===== src/rtl/muldiv_pkg.sv =====
// Shared RV32M definitions: alufn M-codes, sequencer state type, operand decode helpers.
// Latency: n/a (types, constants and pure functions only).
// Backpressure: n/a.
package muldiv_pkg;

   localparam int XLEN = 32;

   // alufn codes for the M extension, also decoded by the single-cycle ALU
   localparam logic [4:0] ALU_MUL    = 5'b10000;
   localparam logic [4:0] ALU_MULH   = 5'b10001;
   localparam logic [4:0] ALU_MULHSU = 5'b10010;
   localparam logic [4:0] ALU_MULHU  = 5'b10011;
   localparam logic [4:0] ALU_DIV    = 5'b10100;
   localparam logic [4:0] ALU_DIVU   = 5'b10101;
   localparam logic [4:0] ALU_REM    = 5'b10110;
   localparam logic [4:0] ALU_REMU   = 5'b10111;

   typedef enum logic [1:0] {
      ST_IDLE = 2'd0,
      ST_ITER = 2'd1,
      ST_FSM  = 2'd2,
      ST_DONE = 2'd3
   } md_state_e;

   function automatic logic op_is_div(input logic [4:0] op);
      return op inside {ALU_DIV, ALU_DIVU, ALU_REM, ALU_REMU};
   endfunction

   function automatic logic op_is_rem(input logic [4:0] op);
      return op inside {ALU_REM, ALU_REMU};
   endfunction

   function automatic logic op_a_signed(input logic [4:0] op);
      return op inside {ALU_MULH, ALU_MULHSU, ALU_DIV, ALU_REM};
   endfunction

   function automatic logic op_b_signed(input logic [4:0] op);
      return op inside {ALU_MULH, ALU_DIV, ALU_REM};
   endfunction

   // High product word for MULH*, remainder half of the register for REM*
   function automatic logic op_hi_word(input logic [4:0] op);
      return op inside {ALU_MULH, ALU_MULHSU, ALU_MULHU, ALU_REM, ALU_REMU};
   endfunction

   function automatic logic [XLEN-1:0] magnitude(input logic [XLEN-1:0] x, input logic neg);
      return neg ? (~x + 1'b1) : x;
   endfunction

endpackage


===== src/rtl/muldiv_datapath.sv =====
// Iterative radix-2 datapath: shift-add multiply or restoring divide on magnitudes, plus sign fix-up.
// Latency: one bit per step_i cycle; result_o is combinational from the register after 32 steps.
// Backpressure: none; the sequencer paces it with load_i/step_i.
module muldiv_datapath
   import muldiv_pkg::*;
(
   input  logic            clk,
   input  logic            rst,
   input  logic            load_i,
   input  logic            step_i,
   input  logic            is_div_i,
   input  logic            hi_i,
   input  logic            neg_i,
   input  logic [XLEN-1:0] mag_a_i,
   input  logic [XLEN-1:0] mag_b_i,
   output logic [XLEN-1:0] result_o
);

   // acc: {product_hi, multiplier/product_lo} or {remainder, quotient}
   logic [2*XLEN-1:0] acc_q, acc_d;
   // multiplicand or divisor magnitude
   logic [XLEN-1:0]   opnd_q, opnd_d;
   logic [XLEN:0]     add_op1, add_op2, add_sum;
   logic [2*XLEN-1:0] prod_s;
   logic [XLEN-1:0]   word, word_s;

   // Shared 33-bit adder: adds for multiply, trial subtract for divide
   always_comb begin
      add_op1 = is_div_i ? acc_q[2*XLEN-1:XLEN-1] : {1'b0, acc_q[2*XLEN-1:XLEN]};
      add_op2 = {1'b0, opnd_q};
      add_sum = is_div_i ? (add_op1 - add_op2) : (add_op1 + add_op2);
   end

   // Next-state of the shift register: load, one iteration, or hold
   always_comb begin
      acc_d  = acc_q;
      opnd_d = opnd_q;
      if (load_i) begin
         if (is_div_i) begin
            acc_d  = {{XLEN{1'b0}}, mag_a_i};
            opnd_d = mag_b_i;
         end else begin
            acc_d  = {{XLEN{1'b0}}, mag_b_i};
            opnd_d = mag_a_i;
         end
      end else if (step_i) begin
         if (is_div_i) begin
            // sign bit of the trial difference is the borrow: restore on borrow
            if (!add_sum[XLEN]) acc_d = {add_sum[XLEN-1:0], acc_q[XLEN-2:0], 1'b1};
            else                acc_d = {acc_q[2*XLEN-2:0], 1'b0};
         end else begin
            if (acc_q[0]) acc_d = {add_sum, acc_q[XLEN-1:1]};
            else          acc_d = {1'b0, acc_q[2*XLEN-1:1]};
         end
      end
   end

   // Result selection with negate-on-sign: 64-bit for products, 32-bit for quotient/remainder
   always_comb begin
      prod_s   = neg_i ? (~acc_q + 1'b1) : acc_q;
      word     = hi_i ? acc_q[2*XLEN-1:XLEN] : acc_q[XLEN-1:0];
      word_s   = neg_i ? (~word + 1'b1) : word;
      result_o = is_div_i ? word_s : (hi_i ? prod_s[2*XLEN-1:XLEN] : prod_s[XLEN-1:0]);
   end

   // Shift register and operand storage
   always_ff @(posedge clk) begin
      if (rst) begin
         acc_q  <= '0;
         opnd_q <= '0;
      end else begin
         acc_q  <= acc_d;
         opnd_q <= opnd_d;
      end
   end

endmodule


===== src/rtl/muldiv_sequencer.sv =====
// RV32M multi-cycle controller: accepts one M op, iterates 32 cycles, sign-fixes, pulses done.
// Latency: done 34 cycles after accept (1 cycle for divide-by-zero / signed overflow).
// Backpressure: combinational stall from issue until the cycle before done; flush aborts.
module muldiv_sequencer
   import muldiv_pkg::*;
(
   input  logic            clk,
   input  logic            rst,
   input  logic            start,
   input  logic [4:0]      alufn,
   input  logic [XLEN-1:0] a,
   input  logic [XLEN-1:0] b,
   input  logic            flush,
   output logic            stall,
   output logic            busy,
   output logic            done,
   output logic [XLEN-1:0] result
);

   md_state_e       state_q, state_d;
   logic [4:0]      cnt_q, cnt_d;
   logic [4:0]      op_q, op_d;
   logic            sign_q, sign_d;
   logic            busy_q, done_q;
   logic [XLEN-1:0] result_q, result_d;

   logic            issue_ok, accept, a_neg, b_neg, res_neg;
   logic            div_zero, ovf, special;
   logic [XLEN-1:0] mag_a, mag_b, special_res, dp_result;
   logic            dp_load, dp_step, dp_div;

   // Issue decode: accept qualification, operand magnitudes, result sign, one-cycle special cases
   always_comb begin
      issue_ok = (state_q == ST_IDLE) || (state_q == ST_DONE);
      accept   = start & alufn[4] & ~flush;
      a_neg    = op_a_signed(alufn) & a[XLEN-1];
      b_neg    = op_b_signed(alufn) & b[XLEN-1];
      mag_a    = magnitude(a, a_neg);
      mag_b    = magnitude(b, b_neg);
      // remainder follows the dividend; products and quotients follow sign(a)^sign(b)
      res_neg  = op_is_rem(alufn) ? a_neg : (a_neg ^ b_neg);
      div_zero = op_is_div(alufn) && (b == '0);
      ovf      = ((alufn == ALU_DIV) || (alufn == ALU_REM)) &&
                 (a == 32'h8000_0000) && (b == 32'hFFFF_FFFF);
      special  = div_zero | ovf;
      if (div_zero) special_res = op_is_rem(alufn) ? a : 32'hFFFF_FFFF;
      else          special_res = op_is_rem(alufn) ? 32'h0 : 32'h8000_0000;
      stall    = (accept & issue_ok) | (state_q == ST_ITER) | (state_q == ST_FSM);
      // datapath sees the incoming op on the load cycle, the latched op afterwards
      dp_div   = (accept & issue_ok) ? op_is_div(alufn) : op_is_div(op_q);
   end

   // FSM next-state, counter, datapath controls and result load; flush overrides all
   always_comb begin
      state_d  = state_q;
      cnt_d    = cnt_q;
      op_d     = op_q;
      sign_d   = sign_q;
      result_d = result_q;
      dp_load  = 1'b0;
      dp_step  = 1'b0;
      case (state_q)
         ST_IDLE, ST_DONE: begin
            state_d = ST_IDLE;
            if (accept) begin
               op_d   = alufn;
               sign_d = res_neg;
               cnt_d  = '0;
               if (special) begin
                  state_d  = ST_DONE;
                  result_d = special_res;
               end else begin
                  state_d = ST_ITER;
                  dp_load = 1'b1;
               end
            end
         end
         ST_ITER: begin
            dp_step = 1'b1;
            cnt_d   = cnt_q + 5'd1;
            if (cnt_q == 5'd31) state_d = ST_FSM;
         end
         ST_FSM: begin
            result_d = dp_result;
            state_d  = ST_DONE;
         end
         default: state_d = ST_IDLE;
      endcase
      if (flush) begin
         state_d  = ST_IDLE;
         cnt_d    = '0;
         result_d = result_q;
         dp_step  = 1'b0;
      end
   end

   // State, counter, latched op and registered outputs
   always_ff @(posedge clk) begin
      if (rst) begin
         state_q  <= ST_IDLE;
         cnt_q    <= '0;
         op_q     <= '0;
         sign_q   <= 1'b0;
         busy_q   <= 1'b0;
         done_q   <= 1'b0;
         result_q <= '0;
      end else begin
         state_q  <= state_d;
         cnt_q    <= cnt_d;
         op_q     <= op_d;
         sign_q   <= sign_d;
         busy_q   <= (state_d == ST_ITER) || (state_d == ST_FSM);
         done_q   <= (state_d == ST_DONE);
         result_q <= result_d;
      end
   end

   muldiv_datapath u_datapath (
      .clk      (clk),
      .rst      (rst),
      .load_i   (dp_load),
      .step_i   (dp_step),
      .is_div_i (dp_div),
      .hi_i     (op_hi_word(op_q)),
      .neg_i    (sign_q),
      .mag_a_i  (mag_a),
      .mag_b_i  (mag_b),
      .result_o (dp_result)
   );

   assign busy   = busy_q;
   assign done   = done_q;
   assign result = result_q;

endmodule


===== config.mk =====
export PLATFORM = sky130hd
export DESIGN_NAME = muldiv_sequencer
export DESIGN_NICKNAME = d
export VERILOG_FILES = /design/src/rtl/muldiv_pkg.sv /design/src/rtl/muldiv_datapath.sv /design/src/rtl/muldiv_sequencer.sv
export SDC_FILE = /design/constraint.sdc
export NUM_CORES = 1
export LEC_CHECK = 0
export BUFFER_PORTS_ARGS = -buffer_cell sky130_fd_sc_hd__buf_2
export CELL_PAD_IN_SITES_DETAIL_PLACEMENT = 1
export CELL_PAD_IN_SITES_GLOBAL_PLACEMENT = 1
export CORE_MARGIN = 1.5
export CORE_UTILIZATION = 45
export DETAILED_ROUTE_END_ITERATION = 8
export PLACE_DENSITY = 0.8
export SLEW_MARGIN = 20
export SYNTH_ARGS = -nofsm -noshare
export SYNTH_HDL_FRONTEND = slang
export SYNTH_SLANG_ARGS = --single-unit

===== constraint.sdc =====
create_clock -name clk -period 6.9 [get_ports clk]
set_input_delay 1.38 -clock clk [delete_from_list [all_inputs] [get_ports clk]]
set_output_delay 1.38 -clock clk [all_outputs]
set_load 0.01 [all_outputs]

==> impl_metrics.csv, run 1 <==
group,metric,value,unit
drt,drc_errors,0,
synth,synth_top_family_by_area,"simple AND/OR/NAND/NOR gates",
synth,async_reset_ff_share,0,%
placed_design,place_inst,2680,
worst_setup_path,worstSetupPathType,"input pin to register",
drt,drtIter0Drc,1889,
outcome,status,"complete, no violations",
drt,wire_per_inst,25.14,microns
global_route,grt_pass1_wl,104100,microns
clock_tree,postCtsSetupRepairBufs,0,
clock_tree,cts.sinks,143,
synth,synth_fa_ha_area_share,3.627,%
finish,drive_above_1_share,9.191,%
clock_tree,clk_latency,0.46,ns
pwr,p_total,2853,uW
clock_tree,numCtsBuffers,17,
global_route,grt_pass1_vias,17440,
sta,final.setup.tns,0,ns
synth,synth_top_area_cell,"dfxtp_1",
floorplanning,dieArea,35300,sq um
floorplanning,die_y,187.9,microns
floorplanning,core,33620,sq um
synth,synthTopCellsByCount,"nand2_1, nor2_1, a21oi_1",
sta,hold_ws,0.4664,ns
worst_setup_path,critPathCaptureType,"register",
finish,post_layout_nonfiller_instances,2712,
synth,yosys_warnings,0,
global_route,grt_max_degree,78,
synth,synth_compound_area_share,28.15,%
worst_hold_path,hold_class,"register to register",
finish,nets,2368,
synth,synth_fp_nets,2418,
synth,synthFlopType,"dfxtp_1",
clock_tree,clk_pin_slew_worst_paths,0.07,ns
synth,synth-edff-count,0,
sta,finalSetupViolCount,0,
worst_setup_path,path_max_fanout,54,
synth,synth_seq_cells,143,
worst_setup_path,crit_required,7.29,ns
finish,syn2layout_area_growth,7.580,%
drt,via_per_inst,6.742,
sta,period_share,87.68,%
pwr,pwr_density_cell,172.4,nW/um^2
global_route,groute.usage.overall,37.69,%
clock_tree,cts_buffer_depth,2,
floorplanning,boundaryPins,108,
synth,syn_inst,2301,
global_route,grt_overflow_total,0,
global_route,antenna_found_initial,1,
sta,max_freq,165.3,MHz
clock_tree,clock-root-buffer,"clkbuf_16",
drt,routed_wl,68170,microns
placed_design,io_buffers,107,
clock_tree,htreeDepth,4,
clock_tree,cts_resized,0,
floorplanning,row_count,67,
synth,synth.top_cells.by_area,"dfxtp_1, nand2_1, a21oi_1",
sta,period_minus_slack,6.050,ns
floorplanning,die_x,187.9,microns
clock_tree,hold_buffers,0,
flow_run,cap_violations,0,
clock_tree,cts_tree,"yes",
drt,dr.pass1.iters,5,
sta,tightest_slew,0.9905,ns
placed_design,gp_congestion,0.9658,
pwr,p_leak,0.006041,uW
synth,synth_top_cell_area_share,18.61,%
worst_setup_path,cp.arrival,6.44,ns
sta,timing.final.max_slew_violations,0,
drt,vias,18280,
synth,ys_types,82,
synth,synth.most_common_cell,"nand2_1",
sta,slew_headroom,33.61,%
sta,finClkSkew,0.01953,ns
synth,synth_mux_area_share,5.872,%
synth,synth-simple-area-share,28.65,%
worst_setup_path,start_kind,"input pin",
sta,rsz0062_at_grt,"false",
placed_design,hpwl,51170,microns
synth,synth_area,15380,sq um
floorplanning,start_util,45.76,%
synth,syn_area_per_cell,6.686,sq um
synth,synth_seq_area_share,18.61,%
pwr,peakVddDrop,0.1760,mV
drt,postRouteAntennaNets,0,
synth,synth_xor_area_share,9.223,%
sta,final_hold_viol_count,0,
-- sequential cells by signal, summed over array words and instances (netlist names) --
signal	flops
result	32
state_q	2
busy	1
u_datapath.opnd_q	32
cnt_q	5
done	1
u_datapath.acc_q	64
op_q	5
sign_q	1
-- critical path, cell delays in order --
cell	delay, ns
buf_2	0.19
nand4b_1	0.52
mux2_8	0.64
o21ai_1	0.40
o21ai_0	0.22
xnor2_1	0.18
ha_1	0.49
nand4_1	0.24
or2_2	0.39
a2111oi_0	0.75
nor4_1	0.17
xnor2_1	0.29
mux2i_1	0.14
a31o_2	0.27
a31oi_1	0.13
-- layer usage --
layer	global-route usage [%]	vias to the layer above	part of all wire, %
met5	0	-	0
met4	18.12	0	5.0
met3	5.128	176	7.4
met2	58.62	838	44
met1	51.27	9040	43
li1	-	8230	-
-- layout by cell type (no fill, tap or decap), types with 27 or more instances in the layout --
master and n:
a21oi_1 195, buf_2 106, buf_4 28, dfxtp_1 142
ha_1 43, mux2i_1 79, nand2_1 403, nand3_1 87
nand4_1 28, nor2_1 212, nor3_1 77, nor4_1 27
o211ai_1 74, o21ai_0 137, o31ai_1 36, xnor2_1 98
xor2_1 64
-- final timing paths --
path	cells past startpoint	end	startpoint	slack, ns
setup reg to reg	16	u_datapath.acc_q[60]	state_q[0]	1.23
hold reg to reg	2	op_q[0]	op_q[0]	0.47
setup / recovery	15	u_datapath.acc_q[60]	flush	0.85
hold / removal	2	op_q[0]	op_q[0]	0.47
-- area by class of cell --
type	instances	area, sq um
flip-flops and latches	143	2864
clock inverters	14	133.9
fillers	4455	17070
well taps	448	560.5
multi-input cells	1929	11710
clock buffers	17	425.4
repair buffers	135	760.7
inverters	25	93.84
diodes	1	2.502
-- cell families after synthesis --
kind of cell               count (synthesis)
muxes                                     89
and+or+nand+nor                          960
adders and majority gates                 44
DFF                                      143
AOI/OAI and AO/OA                        674
xor gates and xnor gates                 162
buffers and inverters                    229
-- stage by stage --
stage | instance area, sq um | util (%) | setup slack, ns
after floorplan | 15380 | - | 1.495
after CTS | 16540 | 49.21 | 0.9590
after global placement | 15980 | 47.54 | 0.5295
after detailed placement | 15980 | 47.54 | 0.5108
final | 16550 | 49.23 | 0.8498
after global routing | 16550 | 49.22 | 0.5783
-- report_power, final --
| group | total (uW) | leakage, uW | internal [uW] | switching, uW |
|---|---|---|---|---|
| clock network | 958 | 0.000259 | 500 | 457 |
| logic | 1010 | 0.00462 | 344 | 663 |
| registers | 888 | 0.00116 | 844 | 44.5 |
Power figures use the tool's default switching activity.
==> run 2: changes to the inputs <==
Settings changed: PLACE_DENSITY 0.8 to 0.81.
==> run 2 against run 1 <==
- die area unchanged
- non-clock buffer count up 10
- first-iteration DRC count up 15%
- total power down 0.86%
- clock power down 2.5%
- worst hold slack worse by 0.011 ns
- sequential share of layout area down 0.077 points
- critical path type unchanged
- largest power group unchanged
- highest routed layer unchanged
==> impl_metrics.csv, run 2 (synthesized netlist as in run 1, its figures left out) <==
group,metric,value,unit
clock_tree,htreeDepth,4,
placed_design,io_buffers,107,
drt,dr.pass1.iters,5,
finish,largest_reg_flops,64,
floorplanning,row_count,67,
global_route,grt_pass1_wl,104300,microns
drt,drtIter0Drc,2174,
finish,top_register,"u_datapath.acc_q",
worst_setup_path,path_max_fanout,45,
clock_tree,clk_latency,0.47,ns
drt,wire_per_inst,24.96,microns
sta,slew_headroom,35.07,%
pwr,p_leak,0.006098,uW
flow_run,cap_violations,0,
finish,fillers,4486,
worst_setup_path,critPathCaptureType,"register",
finish,nets,2378,
global_route,antenna_found_initial,0,
clock_tree,cts_buffer_depth,2,
sta,finClkSkew,0.01894,ns
placed_design,dp_slack,0.7040,ns
clock_tree,hold_buffers,0,
global_route,groute.usage.overall,37.75,%
clock_tree,clock-root-buffer,"clkbuf_16",
drt,met1Wirelength,29040,microns
drt,dr.max_layer_used,"met4",
worst_hold_path,hold_class,"register to register",
drt,wl_met3,5720,microns
floorplanning,boundaryPins,108,
drt,routed_wl,67910,microns
sta,timing.final.max_slew_violations,0,
clock_tree,numCtsBuffers,17,
sta,finalSetupViolCount,0,
outcome,status,"complete, no violations",
drt,routed-wl-met2,29620,microns
worst_setup_path,start_kind,"input pin",
worst_setup_path,worstSetupPathType,"input pin to register",
placed_design,gp_congestion,0.9679,
clock_tree,postCtsSetupRepairBufs,0,
clock_tree,clk_pin_slew_worst_paths,0.08,ns
global_route,grt_pass1_vias,17570,
drt,via_per_inst,6.740,
finish,diodes,0,
placed_design,hpwl,51470,microns
sta,rsz0062_at_grt,"false",
finish,layout_common_cells,"nand2_1, nor2_1, a21oi_1, dfxtp_1, o21ai_0",
sta,final.setup.tns,0,ns
worst_setup_path,crit_required,7.30,ns
pwr,pwr_density_cell,170.1,nW/um^2
floorplanning,die_x,187.9,microns
finish,syn2layout_area_growth,8.060,%
floorplanning,start_util,45.76,%
floorplanning,dieArea,35300,sq um
floorplanning,die_y,187.9,microns
global_route,grt_max_degree,78,
global_route,grt_overflow_total,0,
finish,drive_above_1_share,9.547,%
pwr,peakVddDrop,0.2091,mV
sta,period_share,85.98,%
worst_setup_path,cp.arrival,6.33,ns
sta,period_minus_slack,5.933,ns
clock_tree,cts_tree,"yes",
drt,postRouteAntennaNets,0,
sta,setup_slack,0.9673,ns
finish,layout_commonest_cell,"nand2_1",
sta,max_freq,168.6,MHz
floorplanning,core,33620,sq um
drt,vias,18340,
sta,final_hold_viol_count,0,
clock_tree,cts_resized,0,
clock_tree,cts.sinks,143,
sta,tightest_slew,0.9494,ns
drt,drc_errors,0,
[run 2: final timing paths]
path	from	to	slack, ns	cells after the start
worst max register to register	state_q[0]	u_datapath.acc_q[60]	1.34	17
worst max-delay path	flush	u_datapath.acc_q[60]	0.97	16
worst min-delay path	result[27]	result[27]	0.45	2
worst min register to register	result[27]	result[27]	0.45	2
[run 2: stage by stage]
stage / util (%) / cells / area (sq um) / hold slack [ns] / total power [uW]
finish: 49.45 / 2721 / 16620 / 0.4550 / 2828
global route: 49.45 / 2721 / 16620 / 0.4847 / 2936
CTS: 49.41 / 2721 / 16610 / 0.4566 / 2798
detailed placement: 47.76 / 2690 / 16060 / 0.4478 / 1880
global placement: 47.76 / 2690 / 16060 / 0.4387 / 1849
floorplan: - / 2301 / 15380 / 0.4318 / 1577
[run 2: final cells by class]
class                   instances  area [sq um]  share of cell area, %
multi-input cells            1929         11720                  70.47
flip-flops and latches        143          2864                  17.23
repair buffers                145         835.8                  5.028
well taps                     448         560.5                  3.372
clock buffers                  19         442.9                  2.664
clock inverters                12         111.4                 0.6699
inverters                      25         93.84                 0.5645
[run 2: power by group]
group	switching, uW	total, uW	internal (uW)
combinational	653	1000	351
sequential	45.4	890	844
clock	429	934	505
total	1130	2830	1700
[run 2: worst max-delay path, stage by stage]
cell and delay, ns:
buf_2 0.25, nand4b_1 0.16, buf_4 0.23, mux2_8 0.51, o21ai_1 0.37, o21ai_0 0.21, xnor2_1 0.18, ha_1 0.47
nand4_1 0.23, or2_2 0.39, a2111oi_0 0.82, nor4_1 0.15, xnor2_1 0.39, mux2i_1 0.14, a31o_2 0.26, a31oi_1 0.12
[run 2: routing by layer]
metal | vias to the layer above | GRT usage [%]
li1 | 8247 | -
met1 | 8939 | 51.73
met2 | 971 | 57.52
met3 | 183 | 5.465
met4 | 0 | 19.14
met5 | - | 0
==> run 3: changes to the inputs <==
--- a/config.mk
+++ b/config.mk
@@ -12,5 +12,6 @@
 export CORE_UTILIZATION = 45
 export DETAILED_ROUTE_END_ITERATION = 8
-export PLACE_DENSITY = 0.81
+export GPL_TIMING_DRIVEN = 0
+export PLACE_DENSITY_LB_ADDON = 0.1
 export SLEW_MARGIN = 20
 export SYNTH_ARGS = -nofsm -noshare
==> constraint.sdc (replaced) <==
create_clock -name clk -period 6.9 [get_ports clk]
set_input_delay 0.345 -clock clk [delete_from_list [all_inputs] [get_ports clk]]
set_output_delay 0.345 -clock clk [all_outputs]
set_load 0.01 [all_outputs]
==> run 3 against run 2 <==
- count of clock-buffer cells in the layout shrank 1
- sequential share of layout area shrank 0.50 points
- fmax shrank 12%
- flip-flop and latch count is the same
- critical path depth grew 4
- setup slack lost 0.82 ns
- combinational power grew 13%
- first-iteration DRC count grew 15%
- final cell count grew 6.1%
- worst hold slack lost 0.31 ns
- clock power grew 5.0%
==> impl_metrics.csv, run 3 (synthesized netlist as in run 1, its figures left out) <==
group,metric,value,unit
floorplanning,row_count,67,
drt,wl_met3,9695,microns
sta,slew_headroom,19.50,%
drt,routed_wl,84730,microns
sta,period_minus_slack,6.757,ns
clock_tree,clk_latency,0.48,ns
finish,largest_reg_flops,64,
finish,diodes,0,
global_route,groute.usage.overall,46.82,%
worst_setup_path,worstSetupPathType,"register to register",
worst_setup_path,start_kind,"register",
drt,vias,19880,
placed_design,gp_congestion,1.029,
finish,final_area,17110,sq um
worst_setup_path,cp.arrival,7.17,ns
worst_setup_path,worstPathCellList,"inv_1 -> ha_1 -> nand4b_1 -> clkbuf_1 -> o21ai_4 -> clkbuf_1 -> clkbuf_2 -> clkbuf_2 -> nor2_1 -> xnor2_1 -> ha_1 -> inv_1 -> nor3_1 -> o2111ai_1 -> a2111oi_1 -> nor4_1 -> xnor2_1 -> mux2i_1 -> a31o_2 -> a31oi_1",
worst_setup_path,critical_path_buf_inv_count,6,
drt,postRouteAntennaNets,0,
flow_run,cap_violations,0,
worst_hold_path,hp-start,"alufn[1]",
pwr,pwr_density_cell,174.4,nW/um^2
clock_tree,clock-root-buffer,"clkbuf_16",
sta,hold_ws,0.1439,ns
placed_design,hpwl,66850,microns
finish,post_layout_nonfiller_instances,2887,
finish,layout_commonest_cell,"nand2_1",
clock_tree,clk_pin_slew_worst_paths,0.08,ns
clock_tree,hold_buffers,0,
pwr,peakVddDrop,0.1933,mV
sta,tightest_slew,1.208,ns
drt,dr.pass1.iters,5,
global_route,antenna_found_initial,1,
outcome,status,"complete, no violations",
placed_design,io_buffers,106,
sta,rsz0062_at_grt,"true",
finish,drive_above_1_share,8.282,%
drt,wire_per_inst,29.35,microns
sta,finClkSkew,0.01900,ns
worst_setup_path,worstSetupStartpoint,"state_q[0]",
drt,dr.max_layer_used,"met5",
worst_setup_path,path_max_fanout,10,
worst_hold_path,hold_class,"input pin to register",
sta,max_freq,148.0,MHz
drt,via_per_inst,6.884,
clock_tree,cts_tree,"yes",
finish,nets,2543,
sta,final_hold_viol_count,0,
clock_tree,numCtsBuffers,17,
finish,finish.utilization,50.89,%
drt,drc_errors,0,
finish,top_register,"u_datapath.acc_q",
worst_setup_path,reg2reg_from,"state_q[0]",
sta,finalSetupViolCount,0,
worst_setup_path,crit_required,7.31,ns
worst_setup_path,path_delay_family,"compound AO/OA/AOI/OAI gates",
clock_tree,cts.sinks,143,
floorplanning,boundaryPins,108,
pwr,p_leak,0.006240,uW
worst_setup_path,cp_slowest_cell,"a2111oi_1",
drt,routed-wl-met2,35820,microns
finish,layout_common_cells,"nand2_1, nor2_1, a21oi_1, clkbuf_1, dfxtp_1",
floorplanning,dieArea,35300,sq um
global_route,grt_pass1_vias,19000,
floorplanning,start_util,45.76,%
finish,fillers,4515,
finish,seq_area,2863,sq um
floorplanning,die_x,187.9,microns
clock_tree,htreeDepth,4,
global_route,grt_max_degree,17,
global_route,grt_pass1_wl,123700,microns
finish,multiInputGateArea,11660,sq um
floorplanning,die_y,187.9,microns
clock_tree,cts_buffer_depth,2,
placed_design,placed_area,16480,sq um
sta,period_share,97.93,%
drt,drtIter0Drc,2498,
sta,final.setup.tns,0,ns
placed_design,place_inst,2855,
drt,met1Wirelength,33700,microns
floorplanning,core,33620,sq um
worst_setup_path,slowest_delay,0.76,ns
finish,syn2layout_area_growth,11.21,%
worst_setup_path,critPathCaptureType,"register",
sta,timing.final.max_slew_violations,0,
global_route,grt_overflow_total,0,
==> run 3: final timing paths <==
kind,slack [ns],cells after the start,to
worst max register to register,0.14,20,u_datapath.acc_q[60]
worst min register to register,0.46,2,op_q[0]
worst min-delay path,0.14,3,op_q[1]
worst max-delay path,0.14,20,u_datapath.acc_q[60]
==> run 3: layout make-up <==
type | instances | area share (%)
multi-input combinational | 1929 | 68.16
sequential | 143 | 16.73
buffer | 204 | 4.769
tap | 448 | 3.277
timing repair buffer | 106 | 3.101
clock buffer | 18 | 2.509
clock inverter | 14 | 0.9069
inverter | 25 | 0.5485
==> run 3: timing repair <==
action / 4_1_cts / 5_1_grt
resized for setup: 3 / 9
setup endpoints to repair: 33 / 25
buffers inserted: 0 / 0
==> run 3: layer usage <==
layer / vias to the layer above / GRT usage, %
met5: - / 0
met2: 1263 / 70.75
li1: 8581 / -
met4: 2 / 27.42
met1: 9727 / 59.59
met3: 302 / 12.80
==> run 3: where the power goes <==
group	switching (uW)	total, uW	internal (uW)
sequential	24.2	868	844
combinational	780	1130	354
clock	442	981	538
total	1250	2980	1740
==> run 3: per-stage QoR <==
step                      total power [uW]  worst slack, ns
final                                 2983           0.1432
after detailed placement              1965          -0.5588
after floorplan                       1577            2.214
after global routing                  3062        -0.009434
after global placement                1931          -0.3936
after CTS                             2920           0.1496
==> run 3: tightest hold or removal path, cell delays in order <==
cell	delay, ns
buf_2	0.11
nand2_1	0.05
a21oi_1	0.05
